--- src/rtl/lsu_pkg.sv ---
// Shared definitions for the load/store unit: funct3 encodings, FSM states and
// the wait-counter sizing helper.
package lsu_pkg;

  localparam logic [2:0] LB  = 3'd0;
  localparam logic [2:0] LH  = 3'd1;
  localparam logic [2:0] LW  = 3'd2;
  localparam logic [2:0] LBU = 3'd4;
  localparam logic [2:0] LHU = 3'd5;
  localparam logic [2:0] SB  = 3'd0;
  localparam logic [2:0] SH  = 3'd1;
  localparam logic [2:0] SW  = 3'd2;

  typedef enum logic [1:0] {
    IDLE = 2'd0,
    REQ  = 2'd1,
    WAIT = 2'd2
  } state_e;

  // Bits needed to count 0..max_wait.
  function automatic int cnt_width(input int max_wait);
    return (max_wait < 1) ? 1 : $clog2(max_wait + 1);
  endfunction

endpackage

--- src/rtl/lsu_align.sv ---
// Combinational request legality check, store lane formatting and load lane
// extraction with sign/zero extension.
module lsu_align
  import lsu_pkg::*;
(
  input  logic        req_load,
  input  logic [2:0]  req_funct3,
  input  logic [1:0]  req_addr_lo,
  input  logic [31:0] req_data,
  output logic        req_legal,
  output logic [3:0]  st_be,
  output logic [31:0] st_wdata,
  input  logic [2:0]  ld_funct3,
  input  logic [1:0]  ld_addr_lo,
  input  logic [31:0] rdata,
  output logic [31:0] ld_data
);

  logic [31:0] byte_shifted;
  logic [7:0]  ld_byte;
  logic [15:0] ld_half;

  always_comb begin
    // NOTE: every output gets a default first so no path through the case
    // statements leaves it unassigned and infers a latch.
    req_legal = 1'b0;
    if (req_load) begin
      case (req_funct3)
        LB, LBU: req_legal = 1'b1;
        LH, LHU: req_legal = ~req_addr_lo[0];
        LW:      req_legal = (req_addr_lo == 2'b00);
        default: req_legal = 1'b0;
      endcase
    end else begin
      case (req_funct3)
        SB:      req_legal = 1'b1;
        SH:      req_legal = ~req_addr_lo[0];
        SW:      req_legal = (req_addr_lo == 2'b00);
        default: req_legal = 1'b0;
      endcase
    end
  end

  // Replicating the data across lanes lets the memory pick it up from
  // whichever lanes the byte enables select.
  always_comb begin
    st_be    = 4'b1111;
    st_wdata = req_data;
    case (req_funct3[1:0])
      2'd0: begin
        st_be    = 4'b0001 << req_addr_lo;
        st_wdata = {4{req_data[7:0]}};
      end
      2'd1: begin
        st_be    = 4'b0011 << req_addr_lo;
        st_wdata = {2{req_data[15:0]}};
      end
      default: ;
    endcase
  end

  assign byte_shifted = rdata >> {ld_addr_lo, 3'b000};
  assign ld_byte      = byte_shifted[7:0];
  assign ld_half      = ld_addr_lo[1] ? rdata[31:16] : rdata[15:0];

  always_comb begin
    ld_data = rdata;
    case (ld_funct3)
      LB:      ld_data = {{24{ld_byte[7]}}, ld_byte};
      LH:      ld_data = {{16{ld_half[15]}}, ld_half};
      LBU:     ld_data = {24'h0, ld_byte};
      LHU:     ld_data = {16'h0, ld_half};
      default: ld_data = rdata;
    endcase
  end

endmodule

--- src/rtl/lsu.sv ---
// Load/store unit: accepts one execute-stage request at a time, drives the
// word-addressed data-memory port and returns load data for writeback.
module lsu
  import lsu_pkg::*;
#(
  parameter int MAX_WAIT = 15
) (
  input  logic        clk,
  input  logic        rst,
  input  logic        load_en,
  input  logic        store_en,
  input  logic [2:0]  funct3,
  input  logic [31:0] mem_addr,
  input  logic [31:0] mem_data,
  input  logic [4:0]  rd_i,
  output logic        hold_en,
  output logic        wb_en,
  output logic [4:0]  wb_rd,
  output logic [31:0] wb_data,
  output logic        lsu_fault,
  output logic        dmem_req,
  output logic        dmem_we,
  output logic [31:0] dmem_addr,
  output logic [3:0]  dmem_be,
  output logic [31:0] dmem_wdata,
  input  logic        dmem_gnt,
  input  logic        dmem_rvalid,
  input  logic [31:0] dmem_rdata
);

  localparam int CNT_W = cnt_width(MAX_WAIT);

  state_e           state_q;
  logic [31:0]      addr_q;
  logic [31:0]      wdata_q;
  logic [2:0]       funct3_q;
  logic [4:0]       rd_q;
  logic             we_q;
  logic [3:0]       be_q;
  logic [CNT_W-1:0] cnt_q;

  logic             req_valid;
  logic             req_legal;
  logic             timeout;
  logic [3:0]       st_be;
  logic [31:0]      st_wdata;
  logic [31:0]      ld_data;

  assign req_valid = load_en | store_en;

  lsu_align u_align (
    .req_load    (load_en),
    .req_funct3  (funct3),
    .req_addr_lo (mem_addr[1:0]),
    .req_data    (mem_data),
    .req_legal   (req_legal),
    .st_be       (st_be),
    .st_wdata    (st_wdata),
    .ld_funct3   (funct3_q),
    .ld_addr_lo  (addr_q[1:0]),
    .rdata       (dmem_rdata),
    .ld_data     (ld_data)
  );

  // A response in the last allowed cycle still wins over the timeout.
  assign timeout = (state_q == WAIT) && !dmem_rvalid &&
                   (cnt_q == CNT_W'(MAX_WAIT - 1));

  assign hold_en = rst && (
                     ((state_q == IDLE) && req_valid && req_legal) ||
                     ((state_q == REQ)  && !(dmem_gnt && we_q)) ||
                     ((state_q == WAIT) && !dmem_rvalid && !timeout));

  assign dmem_req   = (state_q == REQ);
  assign dmem_we    = dmem_req & we_q;
  assign dmem_be    = dmem_req ? be_q : 4'b0000;
  assign dmem_addr  = {addr_q[31:2], 2'b00};
  assign dmem_wdata = wdata_q;

  always_ff @(posedge clk or negedge rst) begin
    if (!rst) begin
      // NOTE: datapath registers are cleared too, so every output reads 0
      // while reset is held and an interrupted access leaves nothing behind.
      state_q   <= IDLE;
      addr_q    <= '0;
      wdata_q   <= '0;
      funct3_q  <= '0;
      rd_q      <= '0;
      we_q      <= 1'b0;
      be_q      <= '0;
      cnt_q     <= '0;
      wb_en     <= 1'b0;
      wb_rd     <= '0;
      wb_data   <= '0;
      lsu_fault <= 1'b0;
    end else begin
      // NOTE: non-blocking assignments so every register samples the
      // pre-edge values regardless of statement order.
      wb_en     <= 1'b0;
      lsu_fault <= 1'b0;
      case (state_q)
        IDLE: begin
          if (req_valid) begin
            if (req_legal) begin
              addr_q   <= mem_addr;
              wdata_q  <= st_wdata;
              funct3_q <= funct3;
              rd_q     <= rd_i;
              we_q     <= ~load_en;
              be_q     <= load_en ? 4'b1111 : st_be;
              state_q  <= REQ;
            end else begin
              lsu_fault <= 1'b1;
            end
          end
        end
        REQ: begin
          if (dmem_gnt) begin
            if (we_q) begin
              state_q <= IDLE;
            end else begin
              cnt_q   <= '0;
              state_q <= WAIT;
            end
          end
        end
        WAIT: begin
          if (dmem_rvalid) begin
            wb_data <= ld_data;
            wb_rd   <= rd_q;
            wb_en   <= (rd_q != 5'd0);
            state_q <= IDLE;
          end else if (timeout) begin
            wb_data   <= '0;
            wb_rd     <= rd_q;
            wb_en     <= (rd_q != 5'd0);
            lsu_fault <= 1'b1;
            state_q   <= IDLE;
          end else begin
            cnt_q <= cnt_q + 1'b1;
          end
        end
        default: state_q <= IDLE;
      endcase
    end
  end

endmodule

--- config.mk ---
export PLATFORM = sky130hd
export DESIGN_NAME = lsu
export DESIGN_NICKNAME = d
export VERILOG_FILES = /design/src/rtl/lsu_pkg.sv /design/src/rtl/lsu_align.sv /design/src/rtl/lsu.sv
export SDC_FILE = /design/constraint.sdc
export NUM_CORES = 1
export LEC_CHECK = 0
export CAP_MARGIN = 0
export CELL_PAD_IN_SITES_DETAIL_PLACEMENT = 1
export CELL_PAD_IN_SITES_GLOBAL_PLACEMENT = 1
export CORE_UTILIZATION = 35
export CTS_CLUSTER_SIZE = 20
export DETAILED_ROUTE_END_ITERATION = 10
export DONT_BUFFER_PORTS = 1
export PLACE_DENSITY_LB_ADDON = 0.1
export SETUP_SLACK_MARGIN = 0.02
export SYNTH_ARGS = -nofsm -noshare
export SYNTH_HDL_FRONTEND = slang
export SYNTH_SLANG_ARGS = --single-unit
--- constraint.sdc ---
create_clock -name clk -period 2.11 [get_ports clk]
set_input_delay 0.422 -clock clk [delete_from_list [all_inputs] [get_ports clk]]
set_output_delay 0.422 -clock clk [all_outputs]
set_load 0.05 [all_outputs]
==> results.json <==
{
  "yosysWarnings": 0,
  "clk-insertion-delay-late_ns": 0.41,
  "cts_buffers": 17,
  "antenna_found_initial": 1,
  "setup_violations": 0,
  "ant_nets": 0,
  "rr_worst_depth": 4,
  "finalHoldViolCount": 122,
  "overflow": 0,
  "post-dp-hpwl_um": 10300,
  "nets": 573,
  "rrSetupSlack_ns": 0.38,
  "path_max_fanout": 4,
  "die_y_um": 131,
  "power.density_nw_per_um2": 1910,
  "hp-class": "primary input to asynchronous set/reset pin",
  "rsz0062_at_grt": "false",
  "yosysUniqueCellTypes": 40,
  "synth_seq_cells": 122,
  "synthArstFlopShare_pct": 100,
  "cts_buffer_depth": 2,
  "vias_per_cell": 5.29,
  "period_minus_slack_ns": 2.01,
  "drive_gt1_share_pct": 37.5,
  "num_vias": 3647,
  "slew_violations": 0,
  "critPathKind": "flip-flop to output pin",
  "rr_startpoint": "state_q[0]",
  "failed_checks": "hold timing",
  "min_period_over_period_pct": 95.1,
  "netlist_area_um2": 5800,
  "synthTopCellsByArea": "dfrtp_1, mux2_2, buf_4",
  "die_w_um": 131,
  "path_clk_slew_ns": 0.06,
  "worstSetupStartpoint": "cnt_q[1]",
  "drc": 0,
  "rows": 46,
  "synth_edf_count": 0,
  "syn2layout_area_growth_pct": 14.7,
  "fin_skew_ns": 0.0106,
  "p_leak_nw": 2.94,
  "required_ns": 1.69,
  "route.detailed.wl_per_inst_um": 21.2,
  "drt_iter0_drc": 138,
  "synth_top_area_cell": "dfrtp_1",
  "relSlewSlack_pct": 54.1,
  "num_io_pins": 220,
  "r2r-end": "wb_data[16]",
  "cap_viol_max_count": 0,
  "grt_pass1_vias": 3959,
  "die-area_um2": 17100,
  "cp-end-kind": "output pin",
  "fmax_ghz": 0.498,
  "ys.flop_type": "dfrtp_1",
  "clock-root-buffer": "clkbuf_16",
  "track_usage_pct": 17.4,
  "core_area_um2": 16000,
  "grt_max_degree": 124,
  "finalNonFillerCells": 689,
  "synth.avg_cell_area_um2": 12.4,
  "port_buffers": 0,
  "dpl.cell_count": 652,
  "status": "finished, violations left",
  "start_util_pct": 36.2,
  "drtPass1Iterations": 4,
  "tightest_slew_ns": 0.688,
  "place.gp.congestion": 0.710,
  "layout_commonest_cell": "dfrtp_1",
  "cts_tree": "done",
  "worstPathArrival_ns": 1.59,
  "synth_top_area_share_pct": 52.7,
  "peakVddDrop_mv": 0.886,
  "final_cell_mix": "dfrtp_1, mux2_2, buf_4, nand2_1",
  "startpoint_type": "flip-flop",
  "drt-total-wl_um": 14600,
  "timing.hold.ws_ns": -0.295,
  "ys_seq_area_share_pct": 52.7,
  "synth_cells": 469,
  "grt_pass1_wl_um": 22100,
  "cts_htree_levels": 4,
  "clock_sinks": 122
}
==> routing by layer <==
layer / track usage [%] / vias to the layer above / share of wire [%]
met5: 0 / - / 0.089
met4: 6.36 / 2 / 0.77
met3: 8.10 / 10 / 9.3
met2: 26.9 / 136 / 48
met1: 21.3 / 1867 / 42
li1: - / 1632 / -
==> cell families after synthesis <==
group	after synthesis	share of synthesized area, %
AND/OR/NAND/NOR	64	5.25
adder cells (fa/ha/maj)	2	0.432
buffers and inverters	73	7.30
XOR/XNOR	2	0.302
multiplexers	118	23.0
flip-flops	122	52.7
AO/OA/AOI/OAI	87	11.0
other	1	0.0647
==> synthesized netlist by cell type, types with 12 or more instances <==
master    count
a21oi_1      19
a221o_1      16
buf_4        33
clkbuf_1     12
dfrtp_1     122
inv_1        17
mux2_2      101
mux2i_1      12
nand2_1      23
nor2_1       16
o21ai_0      20
==> final cells by class <==
class | count | area, µm²
diodes | 1 | 2.50
clock buffers | 23 | 478
clock inverters | 7 | 116
fillers | 1700 | 9350
inverters | 17 | 63.8
multi-input cells | 275 | 2390
flip-flops and latches | 122 | 3060
well taps | 216 | 270
repair buffers | 28 | 273
==> power breakdown <==
group / internal, mW / total [mW] / leakage, nW / switching [mW]
logic: 1.35 / 2.44 / 1.18 / 1.09
clock network: 1.94 / 2.94 / 0.289 / 1.01
registers: 3.31 / 7.30 / 1.47 / 4.00
==> state kept, by name, indices dropped and copies added (netlist names), 2 cells and up <==
| signal | cells |
|---|---|
| addr_q | 32 |
| dmem_wdata | 32 |
| wb_data | 32 |
| rd_q | 5 |
| wb_rd | 5 |
| be_q | 4 |
| cnt_q | 4 |
| funct3_q | 3 |
| state_q | 2 |
==> metrics by stage <==
| step | instance area [µm²] | worst slack (ns) | power [mW] | utilization (%) | setup TNS (ns) |
|---|---|---|---|---|---|
| after global routing | 6650 | 0.0343 | 13.3 | 41.5 | 0 |
| after global placement | 5950 | 0.161 | 9.65 | 37.2 | 0 |
| after detailed placement | 5950 | 0.120 | 9.77 | 37.2 | 0 |
| after CTS | 6590 | 0.0330 | 12.8 | 41.2 | 0 |
| after floorplan | 5820 | -0.111 | 9.33 | - | -0.111 |
| final | 6650 | 0.103 | 12.7 | 41.6 | 0 |
==> what timing repair did <==
| item | CTS | global route |
|---|---|---|
| resized for setup | 4 | 7 |
| buffers inserted | 4 | 2 |
| gates cloned | 0 | 0 |
| endpoints found under the hold margin | 122 | 122 |
| setup endpoints to repair | 1 | 21 |
| pin swaps | 1 | 2 |
==> critical path: stages, from the launching register on <==
cell,delay (ns)
dfrtp_1,0.41
ha_1,0.22
nand3_2,0.09
nand2_2,0.09
a31oi_4,0.20
buf_12,0.16
==> worst max-delay path by stage <==
stage	to	slack [ns]	cells after the start
2_1_floorplan	hold_en	-0.11	6
3_3_place_gp	hold_en	0.16	5
3_5_place_dp	wb_data[30]	0.12	4
4_1_cts	hold_en	0.03	5
5_1_grt	hold_en	0.03	6
6_report	hold_en	0.10	5
Note: power is estimated with default switching activity, not from simulation.
